--- src/rtl/sad_pkg.sv ---
// Shared constants, FSM state type and width helpers for the SAD best-match block.
package sad_pkg;

    localparam int SAD_W        = 12;
    localparam int SUBBLK_DEF   = 4;
    localparam int NUM_CAND_DEF = 16;

    typedef enum logic [1:0] {
        IDLE = 2'd0,
        RUN  = 2'd1,
        FIN  = 2'd2
    } sad_state_e;

    // Cost width grows by log2(SUBBLK) so a full candidate of max SADs cannot overflow.
    function automatic int acc_width(input int sad_w, input int subblk);
        return sad_w + $clog2(subblk);
    endfunction

    function automatic int idx_width(input int num_cand);
        return $clog2(num_cand);
    endfunction

endpackage

--- src/rtl/sad_best_match_if.sv ---
// Upstream 4x4 SAD stream. A beat transfers on a rising clk edge where
// sad_valid && sad_ready; sad_in must be stable while sad_valid is high.
interface sad_best_match_if;
    import sad_pkg::*;

    logic [SAD_W-1:0] sad_in;
    logic             sad_valid;
    logic             sad_ready;

    modport master (output sad_in, output sad_valid, input sad_ready);
    modport slave  (input sad_in, input sad_valid, output sad_ready);

endinterface

--- src/rtl/sad_accum.sv ---
// Sums SUBBLK consecutive 4x4 SADs; total_o includes the current beat so the
// candidate cost is available combinationally on its last beat.
module sad_accum
    import sad_pkg::*;
#(
    parameter int SUBBLK = SUBBLK_DEF,
    parameter int ACC_W  = acc_width(SAD_W, SUBBLK)
) (
    input  logic             clk,
    input  logic             rst,
    input  logic             clr_i,
    input  logic             beat_i,
    input  logic [SAD_W-1:0] sad_i,
    output logic [ACC_W-1:0] total_o,
    output logic             last_beat_o
);

    localparam int SUB_W = (SUBBLK > 1) ? $clog2(SUBBLK) : 1;

    logic [ACC_W-1:0] acc_q, acc_d;
    logic [SUB_W-1:0] sub_q, sub_d;

    assign total_o     = acc_q + ACC_W'(sad_i);
    assign last_beat_o = (sub_q == SUB_W'(SUBBLK - 1));

    always_comb begin
        acc_d = acc_q;
        sub_d = sub_q;
        if (clr_i) begin
            acc_d = '0;
            sub_d = '0;
        end else if (beat_i) begin
            if (last_beat_o) begin
                acc_d = '0;
                sub_d = '0;
            end else begin
                acc_d = total_o;
                sub_d = sub_q + SUB_W'(1);
            end
        end
    end

    always_ff @(posedge clk) begin
        if (rst) begin
            acc_q <= '0;
            sub_q <= '0;
        end else begin
            acc_q <= acc_d;
            sub_q <= sub_d;
        end
    end

endmodule

--- src/rtl/sad_best_match.sv ---
// Minimum-cost search over NUM_CAND candidates of SUBBLK 4x4 SADs each.
// Optional SAD_EARLY_EXIT_EN adds a thresh port that ends the search early.
module sad_best_match
    import sad_pkg::*;
#(
    parameter  int SUBBLK   = SUBBLK_DEF,
    parameter  int NUM_CAND = NUM_CAND_DEF,
    localparam int ACC_W    = acc_width(SAD_W, SUBBLK),
    localparam int IDX_W    = idx_width(NUM_CAND)
) (
    input  logic             clk,
    input  logic             rst,
    sad_best_match_if.slave  s_if,
    input  logic             start,
`ifdef SAD_EARLY_EXIT_EN
    input  logic [ACC_W-1:0] thresh,
`endif
    output logic             busy,
    output logic [ACC_W-1:0] best_sad,
    output logic [IDX_W-1:0] best_idx,
    output logic             done,
    output sad_state_e       state_dbg
);

    sad_state_e       state_q, state_d;
    logic [IDX_W-1:0] cand_q, cand_d;
    logic [ACC_W-1:0] best_sad_q, best_sad_d;
    logic [IDX_W-1:0] best_idx_q, best_idx_d;
    logic [ACC_W-1:0] total;
    logic             clr, beat, last_beat, cand_last, better, early, leave_run, ready;

    assign clr       = (state_q == IDLE) && start;
    assign beat      = (state_q == RUN) && s_if.sad_valid;
    assign cand_last = (cand_q == IDX_W'(NUM_CAND - 1));
    assign better    = (total < best_sad_q);

`ifdef SAD_EARLY_EXIT_EN
    logic [ACC_W-1:0] thresh_q;

    always_ff @(posedge clk) begin
        if (rst)      thresh_q <= '0;
        else if (clr) thresh_q <= thresh;
    end
    // thresh of 0 can never be beaten, which disables early exit.
    assign early = (total < thresh_q);
`else
    assign early = 1'b0;
`endif

    assign leave_run = beat && last_beat && (cand_last || early);

    sad_accum #(.SUBBLK(SUBBLK), .ACC_W(ACC_W)) u_accum (
        .clk        (clk),
        .rst        (rst),
        .clr_i      (clr),
        .beat_i     (beat),
        .sad_i      (s_if.sad_in),
        .total_o    (total),
        .last_beat_o(last_beat)
    );

    always_comb begin
        state_d = state_q;
        ready   = 1'b0;
        busy    = 1'b0;
        done    = 1'b0;
        unique case (state_q)
            IDLE: if (start) state_d = RUN;
            RUN: begin
                ready = 1'b1;
                busy  = 1'b1;
                if (leave_run) state_d = FIN;
            end
            FIN: begin
                done    = 1'b1;
                state_d = IDLE;
            end
            default: state_d = IDLE;
        endcase
    end

    // Strict less-than keeps the earliest index on ties.
    always_comb begin
        cand_d     = cand_q;
        best_sad_d = best_sad_q;
        best_idx_d = best_idx_q;
        if (clr) begin
            cand_d     = '0;
            best_sad_d = '1;
            best_idx_d = '0;
        end else if (beat && last_beat) begin
            cand_d = cand_q + IDX_W'(1);
            if (better) begin
                best_sad_d = total;
                best_idx_d = cand_q;
            end
        end
    end

    always_ff @(posedge clk) begin
        if (rst) begin
            state_q    <= IDLE;
            cand_q     <= '0;
            best_sad_q <= '1;
            best_idx_q <= '0;
        end else begin
            state_q    <= state_d;
            cand_q     <= cand_d;
            best_sad_q <= best_sad_d;
            best_idx_q <= best_idx_d;
        end
    end

    assign s_if.sad_ready = ready;
    assign best_sad       = best_sad_q;
    assign best_idx       = best_idx_q;
    assign state_dbg      = state_q;

endmodule

--- src/flat_wrapper.sv ---
// flat-port wrapper written by rule: the top's interface ports become plain ports
module sad_best_match_flat import sad_pkg::*;
#(
    parameter  int SUBBLK   = SUBBLK_DEF,
    parameter  int NUM_CAND = NUM_CAND_DEF,
    localparam int ACC_W    = acc_width(SAD_W, SUBBLK),
    localparam int IDX_W    = idx_width(NUM_CAND)
)
  (clk, rst, start, busy, best_sad, best_idx, done, state_dbg, s_if_sad_in, s_if_sad_valid, s_if_sad_ready);
  sad_best_match_if s_if_i ();
  input  logic clk;
  input  logic rst;
  input  logic start;
  output logic busy;
  output logic [ACC_W-1:0] best_sad;
  output logic [IDX_W-1:0] best_idx;
  output logic done;
  output sad_state_e state_dbg;
  input wire logic [$bits(s_if_i.sad_in)-1:0] s_if_sad_in;
  input wire logic [$bits(s_if_i.sad_valid)-1:0] s_if_sad_valid;
  output wire logic [$bits(s_if_i.sad_ready)-1:0] s_if_sad_ready;
  assign s_if_i.sad_in = s_if_sad_in;
  assign s_if_i.sad_valid = s_if_sad_valid;
  assign s_if_sad_ready = s_if_i.sad_ready;
  sad_best_match #(.SUBBLK(SUBBLK), .NUM_CAND(NUM_CAND)) u_core (.clk(clk), .rst(rst), .s_if(s_if_i), .start(start), .busy(busy), .best_sad(best_sad), .best_idx(best_idx), .done(done), .state_dbg(state_dbg));
endmodule
--- config.mk ---
export PLATFORM = sky130hd
export DESIGN_NAME = sad_best_match_flat
export DESIGN_NICKNAME = d
export VERILOG_FILES = /design/src/rtl/sad_pkg.sv /design/src/rtl/sad_best_match_if.sv /design/src/rtl/sad_accum.sv /design/src/rtl/sad_best_match.sv /design/src/flat_wrapper.sv
export SDC_FILE = /design/constraint.sdc
export NUM_CORES = 1
export LEC_CHECK = 0
export ABC_AREA = 0
export ABC_CLOCK_PERIOD_IN_PS = 3600
export BUFFER_PORTS_ARGS = -buffer_cell sky130_fd_sc_hd__buf_4
export CORE_MARGIN = 2
export CORE_UTILIZATION = 51
export DETAILED_ROUTE_END_ITERATION = 8
export PLACE_DENSITY = 0.85
export SYNTH_ARGS = -nofsm -noshare
export SYNTH_HDL_FRONTEND = slang
export SYNTH_SLANG_ARGS = --single-unit
--- constraint.sdc ---
create_clock -name clk -period 3.6 [get_ports clk]
set_input_delay 0.72 -clock clk [delete_from_list [all_inputs] [get_ports clk]]
set_output_delay 0.72 -clock clk [all_outputs]
set_load 0.1 [all_outputs]
# After elaboration in Yosys (flattened, before gate mapping)
# Index checks and enable logic that the tools add are counted.
[op_classes]
n_lt_le_gt_ge = 1
n_addsub = 3
reduce_logical = 8
n_eq_ne = 6
muxes = 7
[op_table]
columns = ["cell", "n"]
rows = [
  ["adder 14 x 12 -> 14 bit", 1],
  ["less-than comparator 14 bit", 1],
  ["2-to-1 mux 14 bit", 1],
  ["2-to-1 mux 2 bit", 3],
  ["adder 4 x 1 -> 4 bit (second input constant)", 1],
  ["equality test 2 bit (second input constant)", 2],
  ["equality test 4 bit (second input constant)", 1],
  ["logical AND 1 bit", 4],
  ["case mux 2 bit (2 select lines)", 1],
  ["AND reduction 2 bit", 2],
  ["adder 2 x 1 -> 2 bit (second input constant)", 1],
  ["equality test 2 x 1 -> 1 bit (second input constant)", 1],
  ["logical NOT 2 bit", 1],
  ["2-to-1 mux 1 bit", 2],
  ["inequality test 2 x 1 -> 1 bit (second input constant)", 1],
  ["inequality test 2 bit (second input constant)", 1],
  ["OR reduction 2 bit", 1],
]
[word_totals]
word_cells = 31
register_bits = 40
input_bits = 16
output_inout_bits = 23

# Logic depth before layout (Yosys ltp)
# Gate-level depths: netlist of the first run.
[logic_depth]
depth_word = 6
mapped_depth = 16
depth_no_buf = 15

# Modules after synthesis
# From an unflattened synthesis of the first run, not the netlist that was laid out.
[unflattened]
cells_unflattened = 308
hier_area_um2 = 2641.3
[modules_own_cells]
columns = ["module", "seq_area_each_um2", "area_per_inst_um2", "cells_each", "instances"]
rows = [
  ["sad_best_match", 480.5, 1343.8, 154, 1],
  ["sad_accum", 320.3, 1297.5, 154, 1],
]

# Least setup slack after synthesis of the first run
# No wires, ideal clock.
[synth_path]
path_type = "input to register"
from = "input s_if_sad_in[4]"
to = "register u_core.best_idx_q[0] (netlist: u_core.best_idx[0])"
arrival_ns = 3.743
required_ns = 3.482
setup_slack_ns = -0.261
stages = 12
setup_ns = 0.118
n_path_buf = 0
cell_sequence = "ha_1 -> and2_4 -> a221oi_4 -> a21oi_2 -> or4_4 -> and2_2 -> ha_1 -> nand4_1 -> a211oi_1 -> a211o_1 -> mux2i_1 -> nor2_1"
[synth_via]
elab_chain_len = 3
[synth_rtl]
columns = ["item", "line", "rtl"]
rows = [
  ["start: declaration", "flat_wrapper.sv:19", "input wire logic [$bits(s_if_i.sad_in)-1:0] s_if_sad_in;"],
  ["adder 14 x 12 -> 14 bit", "sad_accum.sv:23", "assign total_o = acc_q + ACC_W'(sad_i);"],
  ["via u_core.total[9]", "sad_best_match.sv:29", "logic [ACC_W-1:0] total;"],
  ["less-than comparator 14 bit", "sad_best_match.sv:35", "assign better = (total < best_sad_q);"],
  ["AND reduction 2 bit (no source line)", "n/a", ""],
  ["end signal: assignment", "sad_best_match.sv:110", "best_idx_q <= best_idx_d;"],
  ["end: declaration", "sad_best_match.sv:28", "logic [IDX_W-1:0] best_idx_q, best_idx_d;"],
]
# The timed path passes the listed nets, and every way through them passes these cells.
# A chain may end at the register's enable or synchronous reset.

# Final worst setup path of the first run
[layout_path]
from = "input s_if_sad_in[3]"
to = "register u_core.best_idx_q[2] (netlist: u_core.best_idx[2])"
# The elaborated chain is that of the path after synthesis.

==> run_summary.xml, run 1 <==
<?xml version="1.0" encoding="UTF-8"?>
<metrics>
  <group name="timing">
    <metric name="skew" unit="ns">0.00355</metric>
    <metric name="holdWs" unit="ns">0.471</metric>
    <metric name="fin_crit" unit="ns">3.55</metric>
    <metric name="maxSlewHeadroom" unit="">0.425</metric>
    <metric name="fin_crit_sh" unit="">0.986</metric>
    <metric name="max_freq" unit="MHz">282</metric>
    <metric name="final-setup-viol-count" unit="">0</metric>
    <metric name="slew_of_the_pin_with_the_lowest_slew_margin" unit="ns">0.863</metric>
    <metric name="maxSlewViolCount" unit="">0</metric>
    <metric name="setup_tns" unit="ns">0</metric>
    <metric name="setup_ws" unit="ns">0.0521</metric>
    <metric name="hold_viol" unit="">0</metric>
  </group>
  <group name="final_layout">
    <metric name="postLayoutCoreUtil" unit="">0.730</metric>
    <metric name="final_layout_size_suffix_gt1_frac" unit="">0.336</metric>
    <metric name="layout.cell_area.non_filler" unit="um2">3450</metric>
    <metric name="finalNonFillerCells" unit="">442</metric>
    <metric name="area_growth" unit="%">37.7</metric>
    <metric name="final_net_count" unit="">418</metric>
    <metric name="diodes" unit="">0</metric>
  </group>
  <group name="route">
    <metric name="route.detailed.drc" unit="">0</metric>
    <metric name="drt-total-wl" unit="um">7110</metric>
    <metric name="vias_per_cell" unit="">5.75</metric>
    <metric name="detailroute.via_count" unit="">2542</metric>
    <metric name="routed_wire_length_per_instance" unit="um">16.1</metric>
    <metric name="detailedRoute.firstIterationViolations" unit="">206</metric>
    <metric name="met3_length" unit="um">440</metric>
    <metric name="remaining_antenna_violation_count" unit="">0</metric>
    <metric name="route.top_layer_used" unit="">met4</metric>
    <metric name="drt-pass1-iter-count" unit="">5</metric>
    <metric name="wl_met2" unit="um">3500</metric>
    <metric name="wirelength_met1" unit="um">3090</metric>
  </group>
  <group name="yosys">
    <metric name="ys_top_cells_by_area" unit="">dfxtp_1 32%, ha_1 13%, o211ai_1 4.2%</metric>
    <metric name="largest_area_contributor_in_the_netlist" unit="">dfxtp_1</metric>
    <metric name="mappedNetlistNets" unit="">338</metric>
    <metric name="synth_enable_flop_cells" unit="">0</metric>
    <metric name="syn_inst" unit="">294</metric>
    <metric name="syn-mean-instance-area" unit="um2">8.52</metric>
    <metric name="ys.flop_type" unit="">dfxtp_1</metric>
    <metric name="synthesized_flop_and_latch_total" unit="">40</metric>
    <metric name="synth_sequential_area_ratio" unit="">0.320</metric>
    <metric name="post_synth_instance_area" unit="um2">2500</metric>
    <metric name="async_reset_ff_frac" unit="">0</metric>
    <metric name="synthesis.yosys.warnings" unit="">0</metric>
    <metric name="synth.top_cell.area_share" unit="">0.320</metric>
    <metric name="netlist-cell-type-count" unit="">53</metric>
  </group>
  <group name="global_route">
    <metric name="initial_antenna_violation_count" unit="">0</metric>
    <metric name="grt-ovfl-total" unit="">0</metric>
    <metric name="maximum_number_of_pins_on_one_net_before_global_route_repair" unit="">25</metric>
    <metric name="grt_pass1_vias" unit="">2332</metric>
    <metric name="grt_first_pass_wirelength" unit="um">10700</metric>
    <metric name="global_route.usage.total" unit="">0.253</metric>
  </group>
  <group name="clocking">
    <metric name="cts-root-buf" unit="">clkbuf_8</metric>
    <metric name="cts.reportedPaths.clkPinSlew" unit="ns">0.08</metric>
    <metric name="cts_hold_buf" unit="">0</metric>
    <metric name="clk-insertion-delay-late" unit="ns">0.30</metric>
    <metric name="cts-root-to-sink-buffers" unit="">2</metric>
    <metric name="cts_tree" unit="">yes</metric>
    <metric name="numCtsBuffers" unit="">5</metric>
    <metric name="clock-sinks" unit="">40</metric>
    <metric name="htree_levels" unit="">2</metric>
  </group>
  <group name="setup_path">
    <metric name="path_common_cell" unit="">a21o_1</metric>
    <metric name="worstPathArrival" unit="ns">3.71</metric>
    <metric name="end_kind" unit="">flop</metric>
    <metric name="chain_of_cells_forming_the_critical_path" unit="">buf_4, ha_4, buf_4, o211ai_1, a21o_1, a211o_1, o311ai_2, ha_1, a21o_1, a21o_1, a211o_1, a211oi_4, buf_6, mux2i_1, nor2_1</metric>
    <metric name="timing_worst_setup_path_type" unit="">in2reg</metric>
    <metric name="cp.buffers_inverters" unit="">3</metric>
    <metric name="highest_delay_cell_along_the_critical_path" unit="">o211ai_1</metric>
    <metric name="worst_path_dominant_cell_family" unit="">compound AO/OA/AOI/OAI gates</metric>
    <metric name="worst_setup_path_start_kind" unit="">input pin</metric>
    <metric name="critical_path_peak_fanout" unit="">5</metric>
    <metric name="worstPathRequired" unit="ns">3.76</metric>
    <metric name="max_stage_delay" unit="ns">0.36</metric>
  </group>
  <group name="die">
    <metric name="core_region_area" unit="um2">4720</metric>
    <metric name="die_height" unit="um">74.1</metric>
    <metric name="die_w" unit="um">74.1</metric>
    <metric name="die-area" unit="um2">5490</metric>
    <metric name="initial_core_util" unit="">0.530</metric>
    <metric name="io_pins" unit="">39</metric>
    <metric name="row_count" unit="">25</metric>
  </group>
  <group name="placement">
    <metric name="place_area" unit="um2">3220</metric>
    <metric name="io_buffers" unit="">38</metric>
    <metric name="gpl.final_weighted_congestion" unit="">0.906</metric>
    <metric name="dp_hpwl" unit="um">4980</metric>
    <metric name="dpl.cell_count" unit="">431</metric>
    <metric name="placement.setup.worst_slack" unit="ns">-0.285</metric>
  </group>
  <group name="run">
    <metric name="maxCapViolations" unit="">0</metric>
  </group>
  <group name="power_and_ir_drop">
    <metric name="static-leakage-power" unit="nW">1.63</metric>
    <metric name="power.density" unit="nW/um2">290</metric>
    <metric name="power.ir.vdd_worst" unit="V">0.000306</metric>
    <metric name="power.total" unit="uW">1000</metric>
  </group>
  <group name="min_path">
    <metric name="worstHoldPathType" unit="">reg2reg</metric>
  </group>
  <group name="run_status">
    <metric name="status" unit="">finished, final reports clean</metric>
  </group>
</metrics>
[Yosys cell counts, types with 2 or more instances]
cell type / instances
a211o_1: 3
xor2_1: 5
nand2b_1: 4
xnor2_1: 5
clkbuf_1: 6
nor3_1: 7
dfxtp_1: 40
buf_4: 2
buf_2: 3
nand4_1: 5
mux2i_1: 5
a21oi_1: 18
a211oi_1: 5
a22oi_1: 8
inv_1: 24
a21o_1: 10
nor2_1: 27
a31oi_1: 2
nor2b_1: 5
ha_1: 27
and3_1: 2
o211ai_1: 14
nand3_1: 9
o21ai_0: 5
nand2_1: 25
[registers in the layout (all words and copies together), names as in the netlist]
signal                count
u_core.best_idx           4
u_core.state_dbg          2
u_core.u_accum.sub_q      2
u_core.u_accum.acc_q     14
u_core.cand_q             4
u_core.best_sad          14
[path summary, 6_finish.rpt]
path                                                           start                                    to  slack, ns  depth (start not counted)
worst min register to register  u_core.u_accum.sub_q[1]$_SDFFE_PP0P_  u_core.u_accum.sub_q[1]$_SDFFE_PP0P_       0.47                          2
worst min-delay path            u_core.u_accum.sub_q[1]$_SDFFE_PP0P_  u_core.u_accum.sub_q[1]$_SDFFE_PP0P_       0.47                          2
worst max-delay path                                  s_if_sad_in[3]       u_core.best_idx[2]$_SDFFE_PP0P_       0.05                         15
worst max register to register  u_core.u_accum.acc_q[0]$_SDFFE_PP0P_       u_core.best_idx[2]$_SDFFE_PP0P_       0.20                         15
[logic make-up after synthesis]
group	Yosys count	synth area share
AOI/OAI and AO/OA	82	0.242
adders and majority gates	28	0.143
muxes	5	0.0200
xor gates and xnor gates	10	0.0350
and+or+nand+nor	93	0.179
buffers and inverters	36	0.0614
DFF	40	0.320
[worst reg2reg max path: stages, from the launching register on]
cell,delay (ns)
dfxtp_1,0.39
ha_4,0.15
inv_2,0.03
fa_2,0.35
nand2b_4,0.18
a21o_1,0.22
a21oi_2,0.19
o311ai_2,0.18
ha_1,0.24
a21o_1,0.19
a21o_1,0.17
a211o_1,0.29
a211oi_4,0.27
buf_6,0.16
mux2i_1,0.19
nor2_1,0.05
[cell usage in the layout, fill, tap and decap left out, types with 8 or more instances in the layout]
| cell | n |
|---|---|
| dfxtp_1 | 40 |
| a21oi_1 | 14 |
| ha_4 | 8 |
| nand3_1 | 9 |
| a21o_1 | 10 |
| o211ai_1 | 14 |
| nor2_1 | 27 |
| a22oi_1 | 8 |
| inv_1 | 23 |
| buf_4 | 81 |
| ha_1 | 18 |
| nand2_1 | 25 |
[where the power goes]
part | switching [mW] | internal, mW
clock network | 0.166 | 0.138
logic | 0.132 | 0.111
registers | 0.00512 | 0.448
total | 0.303 | 0.696
[routing by layer]
metal | global-route usage | vias to the layer above
li1 | - | 1224
met1 | 0.321 | 1200
met2 | 0.438 | 109
met3 | 0.0515 | 9
met4 | 0.0687 | 0
met5 | 0 | -
[final cells by class]
cell class | instances | area [um2]
multi-input combinational | 218 | 1730
fill | 334 | 1270
sequential | 40 | 801
timing repair buffer | 85 | 653
inverter | 24 | 90.1
tap | 67 | 83.8
clock buffer | 6 | 72.6
clock inverter | 2 | 16.3
[timing repair]
action,in CTS,in global routing
endpoints found under the setup margin,0,18
buffers inserted,0,3
resized for setup,0,20
(Power assumes the default switching activity.)
==> inputs of run 2 (changes only) <==
ABC_CLOCK_PERIOD_IN_PS = 4200   (was 3600)
CORE_UTILIZATION = 61   (was 51)
PLACE_DENSITY = 0.94   (was 0.85)
clock period = 4.2 ns   (was 3.6 ns; I/O delays follow)
==> run 2 against run 1 <==
- critical path depth is 1 higher
- cell count fell by 11%
- first-iteration DRC count is 22% lower
- combinational power is 35% lower
- design area fell by 12%
- sequential share of layout area grew 3.3 points
==> run_summary.xml, run 2 (synthesized netlist as in run 1, its figures left out) <==
<?xml version="1.0" encoding="UTF-8"?>
<metrics>
  <group name="die">
    <metric name="initial_core_util" unit="">0.631</metric>
    <metric name="die_w" unit="um">68.1</metric>
    <metric name="row_count" unit="">23</metric>
    <metric name="die_height" unit="um">68.1</metric>
    <metric name="core_region_area" unit="um2">3970</metric>
    <metric name="die-area" unit="um2">4630</metric>
    <metric name="io_pins" unit="">39</metric>
  </group>
  <group name="power_and_ir_drop">
    <metric name="power.ir.vdd_worst" unit="V">0.000277</metric>
    <metric name="power.total" unit="uW">855</metric>
    <metric name="static-leakage-power" unit="nW">1.47</metric>
    <metric name="power.density" unit="nW/um2">283</metric>
  </group>
  <group name="timing">
    <metric name="max_freq" unit="MHz">248</metric>
    <metric name="slew_of_the_pin_with_the_lowest_slew_margin" unit="ns">1.26</metric>
    <metric name="holdWs" unit="ns">0.488</metric>
    <metric name="maxSlewViolCount" unit="">0</metric>
    <metric name="grt_setup_unrepaired" unit="">false</metric>
    <metric name="skew" unit="ns">0.00475</metric>
    <metric name="fin_crit" unit="ns">4.04</metric>
    <metric name="final-setup-viol-count" unit="">0</metric>
    <metric name="maxSlewHeadroom" unit="">0.160</metric>
    <metric name="hold_viol" unit="">0</metric>
    <metric name="setup_ws" unit="ns">0.160</metric>
    <metric name="fin_crit_sh" unit="">0.962</metric>
  </group>
  <group name="setup_path">
    <metric name="highest_delay_cell_along_the_critical_path" unit="">o41ai_2</metric>
    <metric name="timing_worst_setup_path_type" unit="">in2reg</metric>
    <metric name="worstPathRequired" unit="ns">4.29</metric>
    <metric name="cp.buffers_inverters" unit="">4</metric>
    <metric name="max_stage_delay" unit="ns">0.45</metric>
    <metric name="worst_setup_path_start_kind" unit="">input pin</metric>
    <metric name="end_kind" unit="">flop</metric>
    <metric name="critical_path_peak_fanout" unit="">14</metric>
    <metric name="chain_of_cells_forming_the_critical_path" unit="">buf_4, ha_1, inv_1, fa_1, nand2b_4, a21oi_2, nor3_1, o41ai_2, xnor2_1, inv_1, ha_1, a21o_1, a211o_1, a211oi_4, buf_4, o211ai_1</metric>
    <metric name="worstPathArrival" unit="ns">4.13</metric>
    <metric name="worst_path_dominant_cell_family" unit="">compound AO/OA/AOI/OAI gates</metric>
  </group>
  <group name="min_path">
    <metric name="worstHoldPathType" unit="">reg2reg</metric>
  </group>
  <group name="route">
    <metric name="drt-pass1-iter-count" unit="">4</metric>
    <metric name="drt-total-wl" unit="um">6160</metric>
    <metric name="detailedRoute.firstIterationViolations" unit="">160</metric>
    <metric name="detailroute.via_count" unit="">2375</metric>
    <metric name="route.detailed.drc" unit="">0</metric>
    <metric name="routed_wire_length_per_instance" unit="um">15.7</metric>
    <metric name="remaining_antenna_violation_count" unit="">0</metric>
    <metric name="vias_per_cell" unit="">6.06</metric>
  </group>
  <group name="placement">
    <metric name="io_buffers" unit="">38</metric>
    <metric name="dpl.cell_count" unit="">384</metric>
    <metric name="placement.setup.worst_slack" unit="ns">-0.169</metric>
    <metric name="dp_hpwl" unit="um">4480</metric>
    <metric name="gpl.final_weighted_congestion" unit="">0.974</metric>
  </group>
  <group name="final_layout">
    <metric name="layout_common_cells" unit="">51 x buf_4, 40 x dfxtp_1, 27 x nor2_1, 27 x ha_1, 25 x nand2_1</metric>
    <metric name="final_common_cell" unit="">buf_4</metric>
    <metric name="final_net_count" unit="">385</metric>
    <metric name="diodes" unit="">0</metric>
    <metric name="multi_input_comb_area" unit="um2">1570</metric>
    <metric name="area_growth" unit="%">20.7</metric>
    <metric name="final_layout_size_suffix_gt1_frac" unit="">0.208</metric>
    <metric name="layout.filler_cells" unit="">285</metric>
    <metric name="sequential_cell_area" unit="um2">801</metric>
    <metric name="postLayoutCoreUtil" unit="">0.762</metric>
    <metric name="finalNonFillerCells" unit="">392</metric>
  </group>
  <group name="global_route">
    <metric name="grt-ovfl-total" unit="">0</metric>
    <metric name="initial_antenna_violation_count" unit="">0</metric>
    <metric name="grt_first_pass_wirelength" unit="um">9790</metric>
    <metric name="global_route.usage.total" unit="">0.280</metric>
    <metric name="grt_pass1_vias" unit="">2268</metric>
    <metric name="maximum_number_of_pins_on_one_net_before_global_route_repair" unit="">25</metric>
  </group>
  <group name="clocking">
    <metric name="cts-root-to-sink-buffers" unit="">2</metric>
    <metric name="clk-insertion-delay-late" unit="ns">0.29</metric>
    <metric name="clock-sinks" unit="">40</metric>
    <metric name="cts-root-buf" unit="">clkbuf_8</metric>
    <metric name="cts.reportedPaths.clkPinSlew" unit="ns">0.08</metric>
    <metric name="cts_tree" unit="">yes</metric>
    <metric name="htree_levels" unit="">2</metric>
    <metric name="numCtsBuffers" unit="">5</metric>
  </group>
  <group name="run">
    <metric name="maxCapViolations" unit="">0</metric>
  </group>
  <group name="run_status">
    <metric name="status" unit="">finished, final reports clean</metric>
  </group>
</metrics>
## run 2: stage by stage
step / cell area (um2) / setup TNS (ns)
after global placement: 2890 / -0.458
after CTS: 3000 / 0
final: 3020 / 0
after floorplan: 2500 / 0
after detailed placement: 2890 / -2.05
after global routing: 3020 / 0
## run 2: path summary, 6_finish.rpt
kind | from | to | slack (ns) | cells after the start
max reg2reg | u_core.u_accum.acc_q[0]$_SDFFE_PP0P_ | u_core.best_sad[8]$_SDFFE_PP1P_ | 0.45 | 15
min | u_core.u_accum.acc_q[13]$_SDFFE_PP0P_ | u_core.u_accum.acc_q[13]$_SDFFE_PP0P_ | 0.49 | 2
min reg2reg | u_core.u_accum.acc_q[13]$_SDFFE_PP0P_ | u_core.u_accum.acc_q[13]$_SDFFE_PP0P_ | 0.49 | 2
max | s_if_sad_in[0] | u_core.best_sad[8]$_SDFFE_PP1P_ | 0.16 | 16
## run 2: layout make-up
type	instances	area share
clock inverter	2	0.0116
sequential	40	0.265
timing repair buffer	52	0.130
multi-input combinational	218	0.519
tap	50	0.0207
clock buffer	6	0.0240
inverter	24	0.0298
## run 2: worst register-to-register path, stage by stage (launching register included)
cell      delay, ns
dfxtp_1        0.33
ha_1           0.17
inv_1          0.06
fa_1           0.40
nand2b_4       0.18
a21oi_2        0.17
nor3_1         0.08
o41ai_2        0.45
xnor2_1        0.21
inv_1          0.07
ha_1           0.29
a21o_1         0.17
a211o_1        0.34
a211oi_4       0.27
buf_4          0.25
o211ai_1       0.12
## run 2: metal layers
layer	track usage	wire (um)
met1	0.325	2550
met2	0.500	3080
met3	0.0609	450
met4	0.105	78
met5	0	0
## run 2: timing repair
| action | 4_1_cts | 5_1_grt |
|---|---|---|
| setup buffers | 0 | 0 |
| setup endpoints to repair | 0 | 18 |
| hold buffers | 0 | 0 |
| resized for setup | 0 | 4 |
## run 2: power breakdown
part	total, mW	internal (mW)	switching, mW
sequential	0.387	0.384	0.00368
combinational	0.157	0.0615	0.0951
clock	0.311	0.176	0.135
total	0.855	0.622	0.234
